**src/rtl/mem_arbiter.sv**
```systemverilog
// Two-client cache-line arbiter onto a single memory port with in-order read routing.
// Build option: MEM_ARB_RR_EN selects round-robin tie-breaking instead of fixed dcache priority.
module mem_arbiter #(
    parameter int ADDR_BITS       = 28,
    parameter int DATA_BITS       = 128,
    parameter int MAX_OUTSTANDING = 4
) (
    input  logic                   clk,
    input  logic                   reset,
    input  logic                   c0_req_valid,
    output logic                   c0_req_ready,
    input  logic [ADDR_BITS-1:0]   c0_req_addr,
    input  logic                   c0_req_rw,
    input  logic                   c0_req_data_valid,
    output logic                   c0_req_data_ready,
    input  logic [DATA_BITS-1:0]   c0_req_data_bits,
    input  logic [DATA_BITS/8-1:0] c0_req_data_mask,
    output logic                   c0_resp_valid,
    output logic [DATA_BITS-1:0]   c0_resp_data,
    input  logic                   c1_req_valid,
    output logic                   c1_req_ready,
    input  logic [ADDR_BITS-1:0]   c1_req_addr,
    input  logic                   c1_req_rw,
    input  logic                   c1_req_data_valid,
    output logic                   c1_req_data_ready,
    input  logic [DATA_BITS-1:0]   c1_req_data_bits,
    input  logic [DATA_BITS/8-1:0] c1_req_data_mask,
    output logic                   c1_resp_valid,
    output logic [DATA_BITS-1:0]   c1_resp_data,
    output logic                   mem_req_valid,
    input  logic                   mem_req_ready,
    output logic [ADDR_BITS-1:0]   mem_req_addr,
    output logic                   mem_req_rw,
    output logic                   mem_req_data_valid,
    input  logic                   mem_req_data_ready,
    output logic [DATA_BITS-1:0]   mem_req_data_bits,
    output logic [DATA_BITS/8-1:0] mem_req_data_mask,
    input  logic                   mem_resp_valid,
    input  logic [DATA_BITS-1:0]   mem_resp_data
);

    localparam int PTR_BITS = $clog2(MAX_OUTSTANDING);
    localparam logic [PTR_BITS:0] FULL_CNT = (PTR_BITS+1)'(MAX_OUTSTANDING);

    localparam logic [0:0] IDLE  = 1'b0;
    localparam logic [0:0] WDATA = 1'b1;

    logic [0:0]                 state;
    logic                       owner;
    logic [MAX_OUTSTANDING-1:0] ids;
    logic [PTR_BITS-1:0]        head;
    logic [PTR_BITS-1:0]        tail;
    logic [PTR_BITS:0]          count;

    logic sel, sel_valid, sel_rw, full, empty;
    logic req_fire, wr_path, dsel, data_fire, push, pop;

`ifdef MEM_ARB_RR_EN
    logic rr;

    // On a tie the preferred client wins; otherwise whichever is valid.
    always_comb begin
        sel = c1_req_valid;
        if (c0_req_valid && c1_req_valid)
            sel = rr;
    end

    // Preference alternates after every accepted request.
    always_ff @(posedge clk) begin
        if (reset)
            rr <= 1'b0;
        else if (req_fire)
            rr <= ~rr;
    end
`else
    // The dcache wins all ties.
    assign sel = c1_req_valid;
`endif

    assign full  = (count == FULL_CNT);
    assign empty = (count == '0);

    assign sel_valid = sel ? c1_req_valid : c0_req_valid;
    assign sel_rw    = sel ? c1_req_rw    : c0_req_rw;

    // Reads are held off while the ID FIFO cannot take another entry.
    assign mem_req_valid = (state == IDLE) && sel_valid && !(!sel_rw && full);
    assign mem_req_addr  = sel ? c1_req_addr : c0_req_addr;
    assign mem_req_rw    = sel_rw;

    assign req_fire     = mem_req_valid && mem_req_ready;
    assign c0_req_ready = req_fire && !sel;
    assign c1_req_ready = req_fire && sel;

    // Write data flows only for an accepted write or the locked owner.
    assign wr_path = (state == WDATA) || (req_fire && sel_rw);
    assign dsel    = (state == WDATA) ? owner : sel;

    assign mem_req_data_valid = wr_path &&
                                (dsel ? c1_req_data_valid : c0_req_data_valid);
    assign mem_req_data_bits  = dsel ? c1_req_data_bits : c0_req_data_bits;
    assign mem_req_data_mask  = dsel ? c1_req_data_mask : c0_req_data_mask;
    assign c0_req_data_ready  = wr_path && mem_req_data_ready && !dsel;
    assign c1_req_data_ready  = wr_path && mem_req_data_ready && dsel;

    assign data_fire = mem_req_data_valid && mem_req_data_ready;

    assign push = req_fire && !sel_rw;
    assign pop  = mem_resp_valid && !empty;

    assign c0_resp_valid = pop && !ids[head];
    assign c1_resp_valid = pop && ids[head];
    assign c0_resp_data  = mem_resp_data;
    assign c1_resp_data  = mem_resp_data;

    // Lock the data path to a writer whose beat did not arrive with its request.
    always_ff @(posedge clk) begin
        if (reset) begin
            state <= IDLE;
            owner <= 1'b0;
        end else begin
            unique case (state)
                IDLE: begin
                    if (req_fire && sel_rw && !data_fire) begin
                        state <= WDATA;
                        owner <= sel;
                    end
                end
                WDATA: begin
                    if (data_fire)
                        state <= IDLE;
                end
                default: state <= IDLE;
            endcase
        end
    end

    // Read-ID storage; entries need no reset since count guards them.
    always_ff @(posedge clk) begin
        if (push)
            ids[tail] <= sel;
    end

    // In-order ID FIFO pointers and occupancy.
    always_ff @(posedge clk) begin
        if (reset) begin
            head  <= '0;
            tail  <= '0;
            count <= '0;
        end else begin
            if (push)
                tail <= tail + 1'b1;
            if (pop)
                head <= head + 1'b1;
            if (push && !pop)
                count <= count + 1'b1;
            else if (pop && !push)
                count <= count - 1'b1;
        end
    end

endmodule

```
**config.mk**
```make
export PLATFORM = sky130hd
export DESIGN_NAME = mem_arbiter
export DESIGN_NICKNAME = d
export VERILOG_FILES = /design/src/rtl/mem_arbiter.sv
export SDC_FILE = /design/constraint.sdc
export NUM_CORES = 1
export LEC_CHECK = 0
export CAP_MARGIN = 40
export CORE_AREA = 2 2 360 362
export DETAILED_ROUTE_END_ITERATION = 10
export DIE_AREA = 0 0 362 364
export GPL_ROUTABILITY_DRIVEN = 1
export GPL_TIMING_DRIVEN = 0
export MAX_ROUTING_LAYER = met4
export PLACE_DENSITY_LB_ADDON = 0.3
export SYNTH_ARGS = -nofsm -noshare
export SYNTH_HDL_FRONTEND = slang
export SYNTH_SLANG_ARGS = --single-unit
```
**constraint.sdc**
```tcl
create_clock -name clk -period 7.55 [get_ports clk]
set_clock_uncertainty 0.2 [all_clocks]
set_input_delay 1.1325 -clock clk [delete_from_list [all_inputs] [get_ports clk]]
set_output_delay 1.1325 -clock clk [all_outputs]
set_load 0.02 [all_outputs]
```
* Yosys cells after proc, flatten, opt, wreduce, memory -nomap -nowiden
Index checks and enable logic that the tools add are counted.
Widths: inputs -> output; s select.
** Storage, ports and cells
- Register bits after elaboration :: 13
- Latch bits :: 0
- RAM bits :: 0
- Memory bits (read-only) :: 0
- Bits of input ports :: 483
- Output and inout bits :: 437
- Word-level logic and storage cells :: 65
- Memories :: 0
** Operators by class
- Add/subtract/negate cells :: 4
- $mul :: 0
- Div/mod/pow operators :: 0
- Order comparisons :: 3
- Equal/unequal tests :: 1
- Shifts and indexed selects :: 0
- Muxes and demuxes :: 17
- Bitwise gates (word level) :: 1
- Reduce and logical (&&, ||, !) cells :: 33
** Operators by type and width (number)
- $mux 128 :: 1
- $mux 28 :: 1
- $logic_and 1x1->1 :: 20
- $mux 16 :: 1
- $logic_not 1->1 :: 9
- $mux 1 :: 8
- $lt 2x3->1 const B :: 2
- $mux 3 :: 2
- $add 2x1->2 const B :: 2
- $bwmux 4 :: 1
- $add 3x1->3 const B :: 1
- $eq 3x3->1 const B :: 1
- $logic_not 3->1 :: 1
- $sub 3x1->3 const B :: 1
- $bmux 1 s2 :: 1
- $demux 1 s2 :: 1
- $ge 2x1->1 const B :: 1
- $pmux 1 s2 :: 1
- $reduce_and 2->1 :: 1
- $reduce_bool 2->1 :: 1
- $logic_or 1x1->1 :: 1
- $not 1->1 :: 1

* Longest topological paths before layout
Gate-level depths: netlist of the first run.
- Depth in word-level cells :: 14
- Depth in mapped cells :: 9
- Gate-level depth less buffers :: 8

* Worst setup path after synthesis of the first run
Ideal clock, no wire load.
- Path kind :: input to output
- Start point :: input c1_req_valid
- End point :: output mem_req_data_bits[0]
- Data arrival time :: 2.379 ns
- Data required time :: 6.218 ns
- Slack :: 3.839 ns
- Stages on the path :: 5
- Path buffers :: 3
- Cells stage by stage :: buf_6 > mux2i_1 > clkbuf_1 > buf_2 > mux2_2
** Between the ends
- Cells in the longest elaborated chain, start to end :: 2
** RTL lines
- start: declaration :: line 20 : input logic c1_req_valid,
- $mux 1 :: line 97 : assign dsel = (state == WDATA) ? owner : sel;
- $mux 128 :: line 101 : assign mem_req_data_bits = dsel ? c1_req_data_bits : c0_req_data_bits;
- end: declaration :: line 36 : output logic [DATA_BITS-1:0] mem_req_data_bits,
No other way between the ends.

* Worst setup path in the final report of the first run
- Start point :: input c1_req_valid
- End point :: output mem_req_data_bits[3]
The elaborated chain is that of the path after synthesis.

==> impl_metrics.json, run 1 <==
{
  "numCtsBuffers": 3,
  "leakagePower_nw": 5.45,
  "hold_buffers": 0,
  "finalMaxSlewViolations": 0,
  "ys.warnings.count": 0,
  "powerDensity_mw_per_mm2": 93.8,
  "outcome": "finished, final reports clean",
  "hp-class": "flip-flop to flip-flop",
  "syn_nets": 1013,
  "r2r_end": "count[2]$_SDFFE_PP0P_",
  "synth_mux_area_share_pct": 42.8,
  "setup_viol": 0,
  "rsz0062_at_grt": "false",
  "worst-slew-pin-transition_ns": 0.709,
  "wl_per_cell_um": 24.5,
  "end_kind": "output port",
  "dpl-instance-area_sq_mm": 0.0148,
  "ys.flop_type": "dfxtp_1",
  "path_class": "input pin to output port",
  "r2r-start": "count[0]$_SDFFE_PP0P_",
  "place_congestion": 0.786,
  "fillers": 14800,
  "crit_slowest_cell": "clkdlybuf4s50_1",
  "drt_drc_violations_left": 0,
  "crit_arrival_ns": 4.43,
  "grt_pass1_wl_um": 85100,
  "synthMostInstantiatedCell": "buf_4",
  "track_usage_pct": 10.7,
  "yosys.area_share.xor_xnor_pct": 0.925,
  "crit_chain": "clkdlybuf4s50_1, buf_6, mux2i_1, buf_4, clkbuf_2, buf_2, mux2_2, clkdlybuf4s50_1",
  "async_reset_ff_share_pct": 0,
  "synth_simple_gate_area_share_pct": 4.02,
  "die_w_um": 362,
  "synthTopCellsByCount": "buf_4 (256), mux2_2 (172), buf_2 (15)",
  "seqPwrFrac_pct": 7.0,
  "met1_usage_pct": 12.9,
  "drtPass1Iterations": 4,
  "register_area_sq_um": 300,
  "ctsHtreeMaxLevel": 1,
  "final.setup.tns_ns": 0,
  "critPathLaunch": "c1_req_valid",
  "clkLatencyLatePin_ns": 0.24,
  "peakVddDrop_mv": 0.0517,
  "io_buffer_count": 790,
  "via_per_inst": 2.18,
  "ant_nets": 0,
  "clkTransAtPathRegs_ns": 0.04,
  "yosysTopAreaCell": "mux2_2",
  "post-route-period-util_pct": 76.4,
  "io_pins": 920,
  "cts_root_buf": "clkbuf_16",
  "ys_types": 34,
  "antenna_found_initial": 38,
  "final_layout_size_suffix_gt1_share_pct": 34.5,
  "crit_path_start_kind": "input pin",
  "synth_area_sq_mm": 0.00473,
  "cts_setup_buffers": 0,
  "p_int_mw": 0.780,
  "syn_to_final_growth_pct": 215,
  "die_h_um": 364,
  "cp_slowest_stage_delay_ns": 0.76,
  "fin_area_sq_mm": 0.0149,
  "slew_headroom_pct": 52.6,
  "cts_resized": 0,
  "clk_path_buf_depth": 2,
  "synthAdderAreaFrac_pct": 1.74,
  "fmax_mhz": 173,
  "cp-endpoint": "mem_req_data_bits[3]",
  "syn_inst": 524,
  "cp_max_fo": 10,
  "ys_seq_area_share_pct": 6.34,
  "cpMostUsedCell": "clkdlybuf4s50_1",
  "core_area_sq_mm": 0.128,
  "pwr-share-comb_pct": 86.0,
  "start_util_pct": 3.69,
  "cts.sinks": 13,
  "fin_util_pct": 11.6,
  "ys_ff_latch": 13,
  "gr-max-usage-layer": "met2",
  "grtUsageMet3_pct": 4.22,
  "grt_pass1_vias": 6581,
  "fin_crit_ns": 5.77,
  "synth-edff-count": 4,
  "grt_max_degree": 11,
  "layout.nets": 1813,
  "p_sw_mw": 0.619,
  "yosys-top-cells-area": "mux2_2 (41%), buf_4 (41%), dfxtp_1 (3.8%)",
  "met2_usage_pct": 17.9,
  "dr_total_vias": 6567,
  "wirelength_um": 73800,
  "r2r_cells": 8,
  "hpwl_um": 70800,
  "worst_slack_ns": 1.78,
  "pre_cts_ws_ns": 1.58,
  "reg2reg_slack_ns": 4.92,
  "multi_input_area_sq_mm": 0.00239,
  "gr-total-overflow": 0,
  "drt_iter0_drc": 127,
  "synth_compound_area_share_pct": 1.06,
  "num_rows": 132,
  "required_ns": 6.22,
  "cts_tree": "yes",
  "max_cap_viol_count": 0,
  "clockPowerShare_pct": 7.0,
  "synth_top_area_share_pct": 40.9,
  "synth_top_family_by_area": "buffers and inverters",
  "die_area_sq_mm": 0.132,
  "p_sw_share_pct": 44.3,
  "syn_area_per_cell_sq_um": 9.03,
  "hold_viol": 0
}
[worst min-delay path by stage]
stage	start	to	cells after the start
global route	owner$_SDFFE_PP0P_	owner$_SDFFE_PP0P_	2
CTS	owner$_SDFFE_PP0P_	owner$_SDFFE_PP0P_	2
global placement	owner$_SDFFE_PP0P_	owner$_SDFFE_PP0P_	2
floorplan	owner$_SDFFE_PP0P_	owner$_SDFFE_PP0P_	2
detailed placement	owner$_SDFFE_PP0P_	owner$_SDFFE_PP0P_	2
finish	owner$_SDFFE_PP0P_	owner$_SDFFE_PP0P_	2
[state kept, by name, summed over array words and instances, names as in the netlist]
register,cells
count,3
head,2
ids,4
owner,1
state,1
tail,2
[stage by stage]
step	std cells	total power [mW]	hold slack, ns
floorplan	524	0.598	0.253
global placement	2989	1.33	0.269
detailed placement	2994	1.34	0.278
CTS	2998	1.45	0.285
global route	3016	1.48	0.328
finish	3017	1.40	0.278
[layout make-up]
type                    instances  area share, %
multi-input cells             230           16.0
clock buffers                   4          0.528
flip-flops and latches         13           2.01
diodes                         19          0.319
well taps                    1675           14.0
inverters                       4          0.101
repair buffers                795           53.4
plain buffers                 277           13.6
[kinds of logic after synthesis]
family                     count (synthesis)
buffers and inverters                    281
muxes                                    179
and+or+nand+nor                           32
DFF                                       13
AOI/OAI and AO/OA                          8
adders and majority gates                  6
xor gates and xnor gates                   5
[power groups by stage]
stage | logic [mW] | clock network (mW) | registers (mW)
floorplan | 0.502 | 0 | 0.0958
global placement | 1.23 | 0 | 0.0993
detailed placement | 1.24 | 0 | 0.0997
CTS | 1.25 | 0.0999 | 0.0986
global route | 1.27 | 0.103 | 0.101
finish | 1.20 | 0.0976 | 0.0983
[placed cells by master, fill, tap and decap left out, drive strengths merged, types with 2 or more instances in the layout]
master / instances
clkbuf: 9
inv: 4
nand2: 4
buf: 277
nor2: 11
nor3: 2
dfxtp: 9
or3b: 2
ha: 5
clkdlybuf4s50: 790
diode: 19
nor2b: 2
mux2i: 5
nor4b: 2
and2: 4
edfxtp: 4
mux2: 173
o21ai: 2
a21oi: 3
xnor2: 2
xor2: 3
[worst max-delay path, delay by kind of cell]
kind | cells | cell delay, ns
muxes | 2 | 0.61
buffers and inverters | 6 | 2.64
[metal layers]
layer	part of all wire, %	wire [um]
met1	42	30900
met4	0.15	114
met3	10	7690
met2	48	35100
met5	0	0
Power figures use the tool's default switching activity.
==> run 2: changes to the inputs <==
--- a/config.mk
+++ b/config.mk
@@ -6,9 +6,9 @@
 export NUM_CORES = 1
 export LEC_CHECK = 0
 export CAP_MARGIN = 40
-export CORE_AREA = 2 2 360 362
+export CORE_AREA = 2 2 355 357
 export DETAILED_ROUTE_END_ITERATION = 10
-export DIE_AREA = 0 0 362 364
+export DIE_AREA = 0 0 357 359
 export GPL_ROUTABILITY_DRIVEN = 1
 export GPL_TIMING_DRIVEN = 0
 export MAX_ROUTING_LAYER = met4
==> constraint.sdc (replaced) <==
create_clock -name clk -period 5.7 [get_ports clk]
set_clock_uncertainty 0.2 [all_clocks]
set_input_delay 0.855 -clock clk [delete_from_list [all_inputs] [get_ports clk]]
set_output_delay 0.855 -clock clk [all_outputs]
set_load 0.02 [all_outputs]
==> run 2 against run 1 <==
Against the previous run:
- critical path depth up 1
- worst hold slack better by 0.018 ns
- core utilization up 0.34 points
- sequential cell count unchanged
- first-iteration DRC count up 3.9%
- global-route usage up 0.36 points
- final cell count down 0.60%
- design area about the same
- highest routed layer unchanged
==> impl_metrics.json, run 2 (same netlist as run 1, synthesis figures left out) <==
{
  "dr_total_vias": 6691,
  "p_sw_mw": 0.778,
  "finalMaxSlewViolations": 0,
  "cts.sinks": 13,
  "syn_to_final_growth_pct": 215,
  "num_rows": 130,
  "setup_viol": 0,
  "core_area_sq_mm": 0.125,
  "io_buffer_count": 790,
  "final_cell_mix": "clkdlybuf4s50_1 (790), buf_4 (256), mux2_2 (172), buf_2 (15), nor2_1 (11)",
  "clkLatencyLatePin_ns": 0.24,
  "mostFrequentLayoutCell": "clkdlybuf4s50_1",
  "ctsHtreeMaxLevel": 1,
  "p_int_mw": 1.03,
  "wirelength_um": 72900,
  "clkTransAtPathRegs_ns": 0.04,
  "cts_setup_buffers": 0,
  "place_congestion": 0.816,
  "peakVddDrop_mv": 0.0854,
  "path_class": "input pin to output port",
  "hold_buffers": 0,
  "hp-class": "flip-flop to flip-flop",
  "powerDensity_mw_per_mm2": 121,
  "ant_nets": 0,
  "wl_met1_um": 30500,
  "track_usage_pct": 11.1,
  "dp_cells": 2968,
  "seqPwrFrac_pct": 7.2,
  "cts_resized": 0,
  "die_h_um": 359,
  "hold_viol": 0,
  "via_per_inst": 2.23,
  "met2_length_um": 34700,
  "wl_met3_um": 7550,
  "cp_max_fo": 10,
  "drtPass1Iterations": 4,
  "outcome": "finished, final reports clean",
  "antenna_found_initial": 53,
  "hold-worst-slack_ns": 0.296,
  "required_ns": 4.64,
  "crit_path_start_kind": "input pin",
  "final_layout_size_suffix_gt1_share_pct": 34.5,
  "numCtsBuffers": 3,
  "start_util_pct": 3.80,
  "highest_layer": "met4",
  "wl_per_cell_um": 24.3,
  "fillers": 14400,
  "io_pins": 920,
  "slew_headroom_pct": 42.3,
  "hpwl_um": 70200,
  "grt_pass1_wl_um": 87200,
  "largest_reg_flops": 4,
  "drt_iter0_drc": 132,
  "post-route-period-util_pct": 90.6,
  "grt_pass1_vias": 6937,
  "fmax_mhz": 194,
  "grt_max_degree": 11,
  "die_w_um": 357,
  "max_cap_viol_count": 0,
  "crit_arrival_ns": 4.11,
  "die_area_sq_mm": 0.128,
  "worst-slew-pin-transition_ns": 0.858,
  "fin_crit_ns": 5.16,
  "p_sw_share_pct": 43.0,
  "reg_top3": "ids: 4 flops, count: 3 flops",
  "cts_tree": "yes",
  "finalPower_mw": 1.81,
  "rsz0062_at_grt": "false",
  "pwr-share-comb_pct": 85.5,
  "cts_root_buf": "clkbuf_16",
  "stdcell_count": 2999,
  "clk_path_buf_depth": 2,
  "top_register": "ids",
  "end_kind": "output port",
  "clockPowerShare_pct": 7.3,
  "drt_drc_violations_left": 0,
  "gr-total-overflow": 0,
  "leakagePower_nw": 5.45,
  "layout.nets": 1812
}
run 2: worst paths after layout:
kind / start / endpoint / slack, ns / cells past startpoint
hold reg to reg: owner$_SDFFE_PP0P_ / owner$_SDFFE_PP0P_ / 0.30 / 2
setup reg to reg: count[0]$_SDFFE_PP0P_ / count[2]$_SDFFE_PP0P_ / 2.96 / 7
hold / removal: owner$_SDFFE_PP0P_ / owner$_SDFFE_PP0P_ / 0.30 / 2
setup / recovery: c1_req_valid / mem_req_data_bits[0] / 0.54 / 9
run 2: stage by stage:
step | util (%) | worst slack [ns] | setup TNS, ns | instance area (sq um)
5_1_grt | 12.0 | 0.356 | 0 | 14900
3_3_place_gp | 11.8 | -0.737 | -38.38 | 14700
2_1_floorplan | - | 2.46 | 0 | 4730
4_1_cts | 11.9 | 0.331 | 0 | 14800
3_5_place_dp | 11.9 | 0.340 | 0 | 14800
6_report | 12.0 | 0.537 | 0 | 14900
run 2: area by class of cell:
type	instances	area (sq um)	share of cell area [%]
repair buffers	794	7960	53.4
plain buffers	277	2030	13.6
clock buffers	4	78.8	0.529
diodes	27	67.6	0.453
flip-flops and latches	13	300	2.01
inverters	4	15.0	0.101
well taps	1650	2060	13.8
multi-input cells	230	2390	16.1
run 2: per-layer routing:
metal	vias up	GRT usage [%]
met5	-	-
met4	0	0.222
met3	25	4.61
met2	477	18.7
met1	3040	12.9
li1	3149	-
run 2: power groups by stage:
stage,Combinational [mW],Clock (mW),Sequential (mW)
after floorplan,0.665,0,0.127
after global placement,1.59,0,0.131
after detailed placement,1.59,0,0.132
after CTS,1.60,0.136,0.130
after global routing,1.64,0.141,0.133
final,1.55,0.133,0.130
run 2: critical path: stages:
cell and delay, ns:
clkdlybuf4s50_1 0.50, buf_6 0.19, mux2i_2 0.21, buf_6 0.18, clkbuf_1 0.34, buf_8 0.20, buf_2 0.44, mux2_2 0.39
clkdlybuf4s50_1 0.74
==> run 3: changes to the inputs <==
--- a/config.mk
+++ b/config.mk
@@ -7,12 +7,14 @@
 export LEC_CHECK = 0
 export CAP_MARGIN = 40
 export CORE_AREA = 2 2 355 357
+export CTS_BUF_LIST = sky130_fd_sc_hd__clkbuf_4 sky130_fd_sc_hd__clkbuf_8
 export DETAILED_ROUTE_END_ITERATION = 10
 export DIE_AREA = 0 0 357 359
 export GPL_ROUTABILITY_DRIVEN = 1
 export GPL_TIMING_DRIVEN = 0
 export MAX_ROUTING_LAYER = met4
 export PLACE_DENSITY_LB_ADDON = 0.3
+export RECOVER_POWER = 50
 export SYNTH_ARGS = -nofsm -noshare
 export SYNTH_HDL_FRONTEND = slang
 export SYNTH_SLANG_ARGS = --single-unit
==> run 3 against run 2 <==
Against the previous run:
- critical path depth unchanged
- design area decreased by 0.23%
- first-iteration DRC count decreased by 8.3%
- sequential cell count unchanged
- largest cell class unchanged
- worst setup slack got worse by 0.14 ns
==> impl_metrics.json, run 3 (same netlist as run 1, synthesis figures left out) <==
{
  "outcome": "finished, final reports clean",
  "grt_max_degree": 11,
  "end_kind": "output port",
  "rsz0062_at_grt": "false",
  "holdPathStages": 2,
  "largest_reg_flops": 4,
  "hold_viol": 0,
  "drt_drc_violations_left": 0,
  "r2r_cells": 7,
  "crit_path_start_kind": "input pin",
  "met2_length_um": 34700,
  "pre_cts_ws_ns": 0.340,
  "grt_pass1_vias": 6940,
  "min-delay-start": "owner$_SDFFE_PP0P_",
  "cts_root_buf": "clkbuf_8",
  "finalPower_mw": 1.73,
  "die_area_sq_mm": 0.128,
  "powerDensity_mw_per_mm2": 116,
  "cts_setup_buffers": 0,
  "clkTransAtPathRegs_ns": 0.06,
  "die_w_um": 357,
  "grt_pass1_wl_um": 87200,
  "core_area_sq_mm": 0.125,
  "wirelength_um": 72800,
  "clkLatencyLatePin_ns": 0.24,
  "cp_num_buf_inv": 7,
  "worst_slack_ns": 0.399,
  "path_class": "input pin to output port",
  "io_buffer_count": 790,
  "layout.nets": 1812,
  "gr-total-overflow": 0,
  "highest_layer": "met4",
  "start_util_pct": 3.80,
  "required_ns": 4.64,
  "max_cap_viol_count": 0,
  "crit_arrival_ns": 4.25,
  "dpl-instance-area_sq_mm": 0.0148,
  "hp-class": "flip-flop to flip-flop",
  "place_congestion": 0.816,
  "r2r_end": "count[2]$_SDFFE_PP0P_",
  "via_per_inst": 2.23,
  "fin_area_sq_mm": 0.0149,
  "top_register": "ids",
  "cts_resized": 0,
  "wl_per_cell_um": 24.3,
  "hold_buffers": 0,
  "dr_total_vias": 6695,
  "cts_tree": "yes",
  "num_rows": 130,
  "crit_chain": "dlygate4sd3_1, buf_6, mux2i_1, buf_6, clkbuf_1, buf_8, buf_2, mux2_2, clkdlybuf4s50_1",
  "final_cell_mix": "clkdlybuf4s50_1 (569), buf_4 (256), dlygate4sd3_1 (221), mux2_2 (172), buf_2 (15)",
  "setup_viol": 0,
  "fin_crit_ns": 5.30,
  "worst-slew-pin-transition_ns": 0.875,
  "cp_max_fo": 10,
  "cts.sinks": 13,
  "ctsHtreeMaxLevel": 1,
  "post-route-period-util_pct": 93.0,
  "crit_family": "buffers and inverters",
  "syn_to_final_growth_pct": 214,
  "reg_top3": "ids: 4 flops, count: 3 flops",
  "finalMaxSlewViolations": 0,
  "numCtsBuffers": 3,
  "clk_path_buf_depth": 2,
  "wl_met3_um": 7710,
  "antenna_found_initial": 54,
  "crit_slowest_cell": "clkdlybuf4s50_1",
  "register_area_sq_um": 300,
  "slew_headroom_pct": 41.2,
  "drtPass1Iterations": 4,
  "die_h_um": 359,
  "io_pins": 920,
  "fillers": 14400,
  "wl_met1_um": 30300,
  "hpwl_um": 70200,
  "fmax_mhz": 189,
  "whs_endpoint": "owner$_SDFFE_PP0P_",
  "drt_iter0_drc": 121,
  "cpMostUsedCell": "buf_6",
  "mostFrequentLayoutCell": "clkdlybuf4s50_1",
  "ant_nets": 0,
  "track_usage_pct": 11.1,
  "reg2reg_slack_ns": 2.94,
  "multi_input_area_sq_mm": 0.00239,
  "final_layout_size_suffix_gt1_share_pct": 34.5,
  "cp_slowest_stage_delay_ns": 0.74,
  "leakagePower_nw": 5.50,
  "peakVddDrop_mv": 0.0676,
  "r2r-start": "count[0]$_SDFFE_PP0P_"
}
[run 3: how the worst max path moves through the flow]
| stage | startpoint | endpoint | slack [ns] | cells past startpoint |
|---|---|---|---|---|
| floorplan | c1_req_valid | count[2]$_SDFFE_PP0P_ | 2.46 | 9 |
| global placement | c1_req_valid | mem_req_data_bits[4] | -0.74 | 7 |
| detailed placement | c1_req_valid | mem_req_data_bits[4] | 0.34 | 9 |
| CTS | c1_req_valid | mem_req_data_bits[4] | 0.33 | 9 |
| global route | c1_req_valid | mem_req_data_bits[4] | 0.22 | 9 |
| finish | c1_req_valid | mem_req_data_bits[0] | 0.40 | 9 |
[run 3: cell type report]
cell class,count,area share (%)
Antenna cell,27,0.454
Buffer,277,13.6
Clock buffer,4,0.328
Inverter,4,0.101
Multi-Input combinational cell,230,16.1
Sequential cell,13,2.02
Tap cell,1650,13.9
Timing Repair Buffer,794,53.5
[run 3: routing by layer]
| metal | up-vias | GRT usage [%] |
|---|---|---|
| li1 | 3147 | - |
| met1 | 3040 | 12.9 |
| met2 | 482 | 18.7 |
| met3 | 26 | 4.60 |
| met4 | 0 | 0.222 |
| met5 | - | - |
[run 3: worst register-to-register path, stage by stage (launching register included)]
cell	delay, ns
dfxtp_1	0.35
o31ai_1	0.77
ha_1	0.33
inv_1	0.06
fa_1	0.37
xor2_1	0.18
or3_1	0.31
a21oi_1	0.13
[run 3: through the flow]
step	util, %	hold WS, ns	TNS, ns	std cells
floorplan	-	0.253	0	524
global placement	11.8	0.264	-38.38	2964
detailed placement	11.9	0.284	0	2968
CTS	11.9	0.299	0	2972
global route	11.9	0.311	0	2997
finish	11.9	0.284	0	2999
[run 3: report_power, final]
part	switching, mW	total, mW	leakage (nW)	internal [mW]
sequential	0.0179	0.130	0.110	0.112
clock	0.0339	0.0881	0.0263	0.0541
combinational	0.717	1.51	5.36	0.794
total	0.769	1.73	5.50	0.960
